File: src/rtl/csr_irq_ctrl.sv
// -----------------------------------------------------------------------------
// csr_irq_ctrl
//   Machine-mode interrupt/trap sequencer placed in front of the CSR register
//   file. It synchronises the asynchronous timer/external interrupt lines and
//   builds mip from them. It decides whether to take an interrupt at a retiring
//   instruction boundary. It then sequences the CSR writes (mepc, mcause,
//   mstatus) and the PC redirect/flush for trap entry and for mret.
//
// Ports
//   clk            core clock
//   rst            asynchronous active-low reset
//   irq_timer      machine timer interrupt (level, async)
//   irq_ext        machine external interrupt (level, async)
//   mstatus_in     current mstatus (bit3 MIE, bit7 MPIE, [12:11] MPP)
//   mie_in         current mie (bit7 MTIE, bit11 MEIE)
//   mtvec_in       trap vector, [31:2] base, [1:0] mode
//   epc_in         current mepc (mret target)
//   inst_valid     write-back instruction retires this cycle
//   inst_pc        PC of the retiring instruction
//   is_mret        retiring instruction is mret
//   stall          pipeline stalled, no boundary this cycle
//   mip_out        {20'b0, MEIP@11, 3'b0, MTIP@7, 7'b0}
//   trap           one-cycle pulse on interrupt entry
//   epc_wr/epc_wdata, cause_wr/cause_wdata, mstatus_wr/mstatus_wdata
//                  CSR write strobes and data (data is 0 when strobe is 0)
//   flush          kill younger instructions
//   redirect       load PC from redirect_pc
//   redirect_pc    new PC
// -----------------------------------------------------------------------------
module csr_irq_ctrl #(
  parameter int SYNC_STAGES = 2,
  parameter bit VECTORED_EN = 1'b1
) (
  input  logic        clk,
  input  logic        rst,
  input  logic        irq_timer,
  input  logic        irq_ext,
  input  logic [31:0] mstatus_in,
  input  logic [31:0] mie_in,
  input  logic [31:0] mtvec_in,
  input  logic [31:0] epc_in,
  input  logic        inst_valid,
  input  logic [31:0] inst_pc,
  input  logic        is_mret,
  input  logic        stall,
  output logic [31:0] mip_out,
  output logic        trap,
  output logic        epc_wr,
  output logic [31:0] epc_wdata,
  output logic        cause_wr,
  output logic [31:0] cause_wdata,
  output logic        mstatus_wr,
  output logic [31:0] mstatus_wdata,
  output logic        flush,
  output logic        redirect,
  output logic [31:0] redirect_pc
);

  typedef enum logic [1:0] {
    ST_IDLE = 2'd0,
    ST_SAVE = 2'd1,
    ST_STAT = 2'd2,
    ST_RET  = 2'd3
  } state_t;

  localparam logic [31:0] CAUSE_EXT   = 32'h8000_000B;
  localparam logic [31:0] CAUSE_TIMER = 32'h8000_0007;

  // Synchroniser chains and registered mip bits
  logic [SYNC_STAGES-1:0] sync_t_q;
  logic [SYNC_STAGES-1:0] sync_e_q;
  logic                   mtip_q;
  logic                   meip_q;

  // FSM state and captured cause
  state_t      state_q, state_d;
  logic [31:0] cause_q, cause_d;

  // Registered outputs and their next values
  logic        trap_q, trap_d;
  logic        epc_wr_q, epc_wr_d;
  logic [31:0] epc_wdata_q, epc_wdata_d;
  logic        cause_wr_q, cause_wr_d;
  logic [31:0] cause_wdata_q, cause_wdata_d;
  logic        mstatus_wr_q, mstatus_wr_d;
  logic [31:0] mstatus_wdata_q, mstatus_wdata_d;
  logic        flush_q, flush_d;
  logic        redirect_q, redirect_d;
  logic [31:0] redirect_pc_q, redirect_pc_d;

  // Decision terms
  logic        pend_e_s;
  logic        pend_t_s;
  logic        take_s;
  logic        bnd_s;
  logic [31:0] vec_base_s;
  logic [31:0] vec_target_s;
  logic [31:0] entry_status_s;
  logic [31:0] ret_status_s;
  logic        unused_s;

  assign pend_e_s = meip_q & mie_in[11];
  assign pend_t_s = mtip_q & mie_in[7];
  assign take_s   = mstatus_in[3] & (pend_e_s | pend_t_s);
  assign bnd_s    = inst_valid & ~stall;

  // Vector target uses the cause captured at entry, not the live pending lines,
  // so an irq that drops between SAVE and STAT cannot change the target.
  assign vec_base_s = {mtvec_in[31:2], 2'b00};
  assign vec_target_s = (VECTORED_EN && (mtvec_in[1:0] == 2'b01))
                      ? vec_base_s + {25'd0, cause_q[4:0], 2'b00}
                      : vec_base_s;

  // Entry: MPIE <= MIE, MIE <= 0, MPP <= M. Return: MIE <= MPIE, MPIE <= 1.
  always_comb begin
    entry_status_s        = mstatus_in;
    entry_status_s[7]     = mstatus_in[3];
    entry_status_s[3]     = 1'b0;
    entry_status_s[12:11] = 2'b11;
    ret_status_s          = mstatus_in;
    ret_status_s[3]       = mstatus_in[7];
    ret_status_s[7]       = 1'b1;
  end

  assign unused_s = ^{mie_in[31:12], mie_in[10:8], mie_in[6:0],
                      epc_in[1:0], cause_q[31:5]};

  // Next-state and next-output decode; outputs are registered from the next state
  always_comb begin
    state_d         = state_q;
    cause_d         = cause_q;
    trap_d          = 1'b0;
    epc_wr_d        = 1'b0;
    epc_wdata_d     = 32'd0;
    cause_wr_d      = 1'b0;
    cause_wdata_d   = 32'd0;
    mstatus_wr_d    = 1'b0;
    mstatus_wdata_d = 32'd0;
    flush_d         = 1'b0;
    redirect_d      = 1'b0;
    redirect_pc_d   = 32'd0;
    case (state_q)
      ST_IDLE: begin
        if (bnd_s && take_s) begin
          // Interrupt wins over a colliding mret; the mret PC becomes mepc.
          state_d       = ST_SAVE;
          cause_d       = pend_e_s ? CAUSE_EXT : CAUSE_TIMER;
          trap_d        = 1'b1;
          epc_wr_d      = 1'b1;
          epc_wdata_d   = inst_pc;
          cause_wr_d    = 1'b1;
          cause_wdata_d = pend_e_s ? CAUSE_EXT : CAUSE_TIMER;
          flush_d       = 1'b1;
        end else if (bnd_s && is_mret) begin
          state_d         = ST_RET;
          mstatus_wr_d    = 1'b1;
          mstatus_wdata_d = ret_status_s;
          flush_d         = 1'b1;
          redirect_d      = 1'b1;
          redirect_pc_d   = {epc_in[31:2], 2'b00};
        end else begin
          state_d = ST_IDLE;
        end
      end
      ST_SAVE: begin
        state_d         = ST_STAT;
        mstatus_wr_d    = 1'b1;
        mstatus_wdata_d = entry_status_s;
        flush_d         = 1'b1;
        redirect_d      = 1'b1;
        redirect_pc_d   = vec_target_s;
      end
      ST_STAT: begin
        state_d = ST_IDLE;
      end
      ST_RET: begin
        state_d = ST_IDLE;
      end
      default: begin
        state_d = ST_IDLE;
      end
    endcase
  end

  // Synchronisers, mip, FSM state and registered outputs
  always_ff @(posedge clk or negedge rst) begin
    if (!rst) begin
      sync_t_q        <= '0;
      sync_e_q        <= '0;
      mtip_q          <= 1'b0;
      meip_q          <= 1'b0;
      state_q         <= ST_IDLE;
      cause_q         <= 32'd0;
      trap_q          <= 1'b0;
      epc_wr_q        <= 1'b0;
      epc_wdata_q     <= 32'd0;
      cause_wr_q      <= 1'b0;
      cause_wdata_q   <= 32'd0;
      mstatus_wr_q    <= 1'b0;
      mstatus_wdata_q <= 32'd0;
      flush_q         <= 1'b0;
      redirect_q      <= 1'b0;
      redirect_pc_q   <= 32'd0;
    end else begin
      sync_t_q        <= {sync_t_q[SYNC_STAGES-2:0], irq_timer};
      sync_e_q        <= {sync_e_q[SYNC_STAGES-2:0], irq_ext};
      mtip_q          <= sync_t_q[SYNC_STAGES-1];
      meip_q          <= sync_e_q[SYNC_STAGES-1];
      state_q         <= state_d;
      cause_q         <= cause_d;
      trap_q          <= trap_d;
      epc_wr_q        <= epc_wr_d;
      epc_wdata_q     <= epc_wdata_d;
      cause_wr_q      <= cause_wr_d;
      cause_wdata_q   <= cause_wdata_d;
      mstatus_wr_q    <= mstatus_wr_d;
      mstatus_wdata_q <= mstatus_wdata_d;
      flush_q         <= flush_d;
      redirect_q      <= redirect_d;
      redirect_pc_q   <= redirect_pc_d;
    end
  end

  assign mip_out       = {20'd0, meip_q, 3'd0, mtip_q, 7'd0};
  assign trap          = trap_q;
  assign epc_wr        = epc_wr_q;
  assign epc_wdata     = epc_wdata_q;
  assign cause_wr      = cause_wr_q;
  assign cause_wdata   = cause_wdata_q;
  assign mstatus_wr    = mstatus_wr_q;
  assign mstatus_wdata = mstatus_wdata_q;
  assign flush         = flush_q;
  assign redirect      = redirect_q;
  assign redirect_pc   = redirect_pc_q;

endmodule

File: config.mk
export PLATFORM = sky130hd
export DESIGN_NAME = csr_irq_ctrl
export DESIGN_NICKNAME = d
export VERILOG_FILES = /design/src/rtl/csr_irq_ctrl.sv
export SDC_FILE = /design/constraint.sdc
export NUM_CORES = 1
export LEC_CHECK = 0
export ABC_CLOCK_PERIOD_IN_PS = 4700
export CAP_MARGIN = 25
export CORE_AREA = 4 4 126 128
export CTS_CLUSTER_DIAMETER = 40
export CTS_CLUSTER_SIZE = 28
export DETAILED_ROUTE_END_ITERATION = 8
export DIE_AREA = 0 0 130 132
export PLACE_DENSITY = 0.76
export SYNTH_ARGS = -nofsm -noshare
export SYNTH_HDL_FRONTEND = slang
export SYNTH_SLANG_ARGS = --single-unit
File: constraint.sdc
create_clock -name clk -period 4.7 [get_ports clk]
set_clock_uncertainty 0.1 [all_clocks]
set_input_delay 1.175 -clock clk [delete_from_list [all_inputs] [get_ports clk]]
set_output_delay 1.175 -clock clk [all_outputs]
set_load 0.01 [all_outputs]
==> results.toml, run 1 <==
[sta]
post-route-period-util_pct = 69.4
slew_violations = 0
finalHoldViolCount = 0
slew_headroom_pct = 41.1
rsz0062_at_grt = "no"
setup_viol = 0
tns_ns = 0
hold_slack_ns = 0.257
clock.fmax_ghz = 0.307
timing.final.crit_period_ns = 3.26
worst_pin_slew_ns = 0.884

[critical_path]
required_ns = 4.84
path_cells = "clkdlybuf4s50_1 > nand4_1 > or4_1 > nor3_1 > a31oi_1 > a221o_1"
timing.rr.end = "redirect_pc[24]"
ff2ff_setup_slack_ns = 2.39
ff2ff_path_depth = 8
timing.rr.start = "cause_q[1]"
endpoint_kind = "flop"
cp_slowest_stage_delay_ns = 0.68
crit_arrival_ns = 3.40
startpoint_type = "input pin"
cp_max_fo = 8
critPathKind = "in2reg"
slowest_stage = "or4_1"

[pwr]
max-vdd-ir-drop_mv = 0.148
p_leak_nw = 3.32
finalPower_w = 0.00220
powerDensity_nw_per_um2 = 293
internal-power_w = 0.00160
p_sw_share_pct = 27.3
power_frac_comb_pct = 18.8
power_frac_seq_pct = 45.7
power_frac_clock_pct = 35.5
power.switching_w = 0.000602

[yosys]
yosysTopAreaCellShare_pct = 56.6
syn-instance-count = 444
synth_warnings = 0
ys_seq_elements = 110
ys_types = 45
syn_area_per_cell_um2 = 11.0
synth.largest_area_cell = "dfrtp_1"
synth_edf_count = 0
yosys-top-cells-area = "dfrtp_1 (57%), buf_4 (10%), and2_1 (8.0%)"
syn-cell-area_um2 = 4860
synthFlopType = "dfrtp_1"
yosysSeqAreaShare_pct = 56.6
async_reset_ff_share_pct = 100

[routing]
first_pass_iters = 4
drt_iter0_markers = 128
drc_errors = 0
num_vias = 3764
wl_per_cell_um = 15.7
viasPerCell = 4.33
antenna_left = 0
wl_mm = 13.6

[cts]
cts_max_level = 3
cts_resized = 0
cts_buffer_depth = 2
cts.hold.buffers_added = 0
clock_sinks = 110
cts_tree = "done"
cts_setup_buffers = 0
cts_made_buffers = 9
clk_latency_ns = 0.35
clockRootBuffer = "clkbuf_16"
clk_pin_slew_ns = 0.08

[worst_hold_path]
hold_class = "reg2reg"
min_from = "sync_e_q[0]"
min_to = "sync_e_q[1]"
min_path_cells = 0

[placement]
dp_hpwl_mm = 10.4
port_buffers = 241
gp_congestion = 0.794
placed_cell_area_um2 = 7210

[global_route]
antenna_found_initial = 0
grtUsageTotal_pct = 15.5
grt_start_max_net_pins = 71
grt_overflow = 0
grt_pass1_wl_mm = 20.3
first_global_vias = 3654

[cells_and_area]
utilization_pct = 50.6
fin_nets = 849
n_antenna_cell = 0
final_common_cell = "clkdlybuf4s50_1"
layout_common_cells = "clkdlybuf4s50_1 (240), dfrtp_1 (110), and2_1 (62)"
design_area_um2 = 7510
layout-drive-gt1-share_pct = 4.69
syn2layout_area_growth_pct = 54.6

[status]
run_status = "completed"

[die]
start_util_pct = 32.7
dieArea_um2 = 17200
die_h_um = 132
io_pins = 333
core_um2 = 14900
rows = 45
fp.dieW_um = 130

[job]
cap_violations = 0
## flip-flops by register name (all words and copies together) (netlist names)
register,flops
cause_q,3
cause_wdata,3
epc_wdata,32
flush,1
meip_q,1
mstatus_wdata,32
mtip_q,1
redirect,1
redirect_pc,30
state_q,2
sync_e_q,2
sync_t_q,2
## through the flow
step / setup WS (ns) / cells
after floorplan: 1.66 / 502
after global placement: 1.13 / 854
after detailed placement: 1.11 / 854
after CTS: 1.48 / 870
after global routing: 1.37 / 870
final: 1.44 / 870
## kinds of logic after synthesis
kind of cell    share of synthesized area (%)
xor+xnor                                 4.50
mux                                     0.412
compound gates                           5.79
simple gates                             19.0
flops                                    56.6
other cells                            0.0771
fa+ha+maj                                1.44
buf+inv                                  12.2
## cells in the mapped netlist (all sizes together) (3+ instances only)
cell type and n:
ha 4, nor4b 4, o21ai 29, nand2 43
xnor2 23, nor3b 3, nand3 7, a21oi 5
nor4 6, inv 3, buf 70, or4 4
clkbuf 15, dfrtp 110, a21o 4, nand4 3
and3 3, nor3 7, and2 62, nor2 12
## routing by layer
metal | track usage [%] | wire length, um | vias to the layer above
met4 | 6.87 | 316 | 0
met2 | 26.2 | 6790 | 184
li1 | - | - | 1797
met3 | 3.40 | 1140 | 21
met5 | 0 | 0 | -
met1 | 18.7 | 5380 | 1762
## power groups by stage
stage	Combinational, W	Sequential (W)	Clock (W)
detailed placement	0.000413	0.00103	0
global placement	0.000410	0.00102	0
CTS	0.000416	0.00101	0.000810
global route	0.000453	0.00101	0.000841
finish	0.000414	0.00101	0.000782
floorplan	0.000178	0.00104	0
## cell type report
type                    instances  area, um2
multi-input cells             304       1740
fillers                      1355       7350
well taps                     188        235
repair buffers                249       2470
clock buffers                   9        225
clock inverters                 7       78.8
flip-flops and latches        110       2750
inverters                       3       11.3
## worst max-delay path by stage
| stage | cells past startpoint | startpoint | end | slack [ns] |
|---|---|---|---|---|
| 6_report | 6 | mtvec_in[9] | redirect_pc[31] | 1.44 |
| 5_1_grt | 9 | mtvec_in[2] | redirect_pc[24] | 1.37 |
| 2_1_floorplan | 8 | mtvec_in[2] | redirect_pc[10] | 1.66 |
| 4_1_cts | 6 | mtvec_in[9] | redirect_pc[31] | 1.48 |
| 3_5_place_dp | 6 | mtvec_in[9] | redirect_pc[31] | 1.11 |
| 3_3_place_gp | 6 | mtvec_in[9] | redirect_pc[31] | 1.13 |
## critical path, delay by kind of cell
family          cells  cell delay [ns]
simple gates        3             1.26
compound gates      2             0.43
buf+inv             1             0.54
(Power assumes the default switching activity.)
==> inputs of run 2 (changes only) <==
- ABC_CLOCK_PERIOD_IN_PS: 4700 -> 3300
- CORE_AREA: 4 4 126 128 -> 4 4 129 131
- DIE_AREA: 0 0 130 132 -> 0 0 133 135
- PLACE_DENSITY: 0.76 -> 0.73
- clock period: 4.7 -> 3.3 ns (I/O delays scaled with it)
==> run 2 against run 1 <==
Compared with the run above:
- critical path depth is the same
- register-to-register slack lost 1.4 ns
- worst setup slack lost 1.0 ns
- die area grew 4.6%
- combinational power grew 47%
- cell count grew 3.4%
- design area grew 1.4%
- clock-buffer cell count is the same
- global-route usage is essentially flat
- sequential cell count is the same
- power grew 45%
==> results.toml, run 2 (synthesis gave the netlist of run 1 again) <==
[critical_path]
endpoint_kind = "flop"
required_ns = 3.44
critPathKind = "in2reg"
startpoint_type = "input pin"
crit_arrival_ns = 3.02
cp_max_fo = 8

[cts]
clock_sinks = 110
cts_resized = 0
cts_buffer_depth = 2
cts_setup_buffers = 0
cts_tree = "done"
cts_made_buffers = 9
cts_max_level = 3
clockRootBuffer = "clkbuf_16"
cts.hold.buffers_added = 0
clk_pin_slew_ns = 0.08
clk_latency_ns = 0.35

[sta]
rsz0062_at_grt = "no"
layout_setup_ws_ns = 0.424
tns_ns = 0
setup_viol = 0
hold_slack_ns = 0.249
finalHoldViolCount = 0
slew_headroom_pct = 43.1
clock.fmax_ghz = 0.348
timing.final.crit_period_ns = 2.88
worst_pin_slew_ns = 0.854
post-route-period-util_pct = 87.2
slew_violations = 0

[cells_and_area]
final_common_cell = "clkdlybuf4s50_1"
layout-drive-gt1-share_pct = 4.97
fin_nets = 851
syn2layout_area_growth_pct = 56.7
fillers = 1428
layout_common_cells = "clkdlybuf4s50_1 (240), dfrtp_1 (110), and2_1 (62)"
n_antenna_cell = 0

[placement]
gp_congestion = 0.729
port_buffers = 241
post-place-ws_ns = 0.0885
dp_hpwl_mm = 10.8

[global_route]
first_global_vias = 3813
grtUsageTotal_pct = 15.5
grt_pass1_wl_mm = 21.3
antenna_found_initial = 0
grt_start_max_net_pins = 64
grt_overflow = 0

[die]
io_pins = 333
start_util_pct = 31.2
core_um2 = 15600
rows = 46
fp.dieW_um = 133
die_h_um = 135
dieArea_um2 = 18000

[routing]
drt_iter0_markers = 83
wl_mm = 14.1
antenna_left = 0
num_vias = 3828
wl_per_cell_um = 15.7
first_pass_iters = 4
viasPerCell = 4.25
drc_errors = 0

[pwr]
max-vdd-ir-drop_mv = 0.212
p_leak_nw = 3.34
finalPower_w = 0.00319
powerDensity_nw_per_um2 = 418

[job]
cap_violations = 0

[worst_hold_path]
hold_class = "reg2reg"

[status]
run_status = "completed"
==> run 2: final timing paths <==
| path | cells past startpoint | start | to | slack [ns] |
|---|---|---|---|---|
| hold reg to reg | 0 | sync_t_q[0] | sync_t_q[1] | 0.25 |
| setup / recovery | 6 | mtvec_in[9] | redirect_pc[31] | 0.42 |
| setup reg to reg | 8 | cause_q[1] | redirect_pc[8] | 1.01 |
| min in group asynchronous | 1 | rst | epc_wdata[23] | 0.40 |
| hold / removal | 0 | sync_t_q[0] | sync_t_q[1] | 0.25 |
| max in group asynchronous | 2 | rst | mstatus_wdata[6] | 1.94 |
==> run 2: through the flow <==
| stage | util [%] | std cells | instance area (um2) |
|---|---|---|---|
| after floorplan | - | 502 | 5080 |
| after detailed placement | 46.8 | 884 | 7300 |
| final | 48.8 | 900 | 7620 |
| after CTS | 48.8 | 900 | 7620 |
| after global routing | 48.8 | 900 | 7620 |
| after global placement | 46.8 | 884 | 7300 |
==> run 2: layout make-up <==
| type | count | area [um2] | share of cell area [%] |
|---|---|---|---|
| clock inverters | 7 | 88.8 | 1.17 |
| inverters | 3 | 11.3 | 0.148 |
| multi-input cells | 304 | 1750 | 22.9 |
| flip-flops and latches | 110 | 2750 | 36.1 |
| repair buffers | 251 | 2520 | 33.1 |
| well taps | 216 | 270 | 3.55 |
| clock buffers | 9 | 225 | 2.96 |
==> run 2: worst max-delay path, stage by stage <==
cell             delay [ns]
clkdlybuf4s50_1        0.53
nand4_1                0.13
or4_1                  0.68
nor3_1                 0.43
a31oi_1                0.14
a221o_1                0.28
==> run 2: power by group <==
part | total [W] | internal [W] | switching [W]
Clock | 0.00114 | 0.000553 | 0.000590
Combinational | 0.000609 | 0.000335 | 0.000274
Sequential | 0.00143 | 0.00141 | 0.0000242
Total | 0.00319 | 0.00230 | 0.000889
==> run 2: metal layers <==
layer	routed length (um)	GRT usage, %	vias to the layer above
met3	1250	4.47	13
met4	232	5.20	0
met1	5640	18.6	1802
met2	6990	26.6	211
li1	-	-	1802
met5	0	0	-
==> inputs of run 3 (changes only) <==
- ABC_CLOCK_PERIOD_IN_PS: 3300 -> default
==> results of run 3 <==
The final DEF is identical to that of run 2; final timing and power are the same.
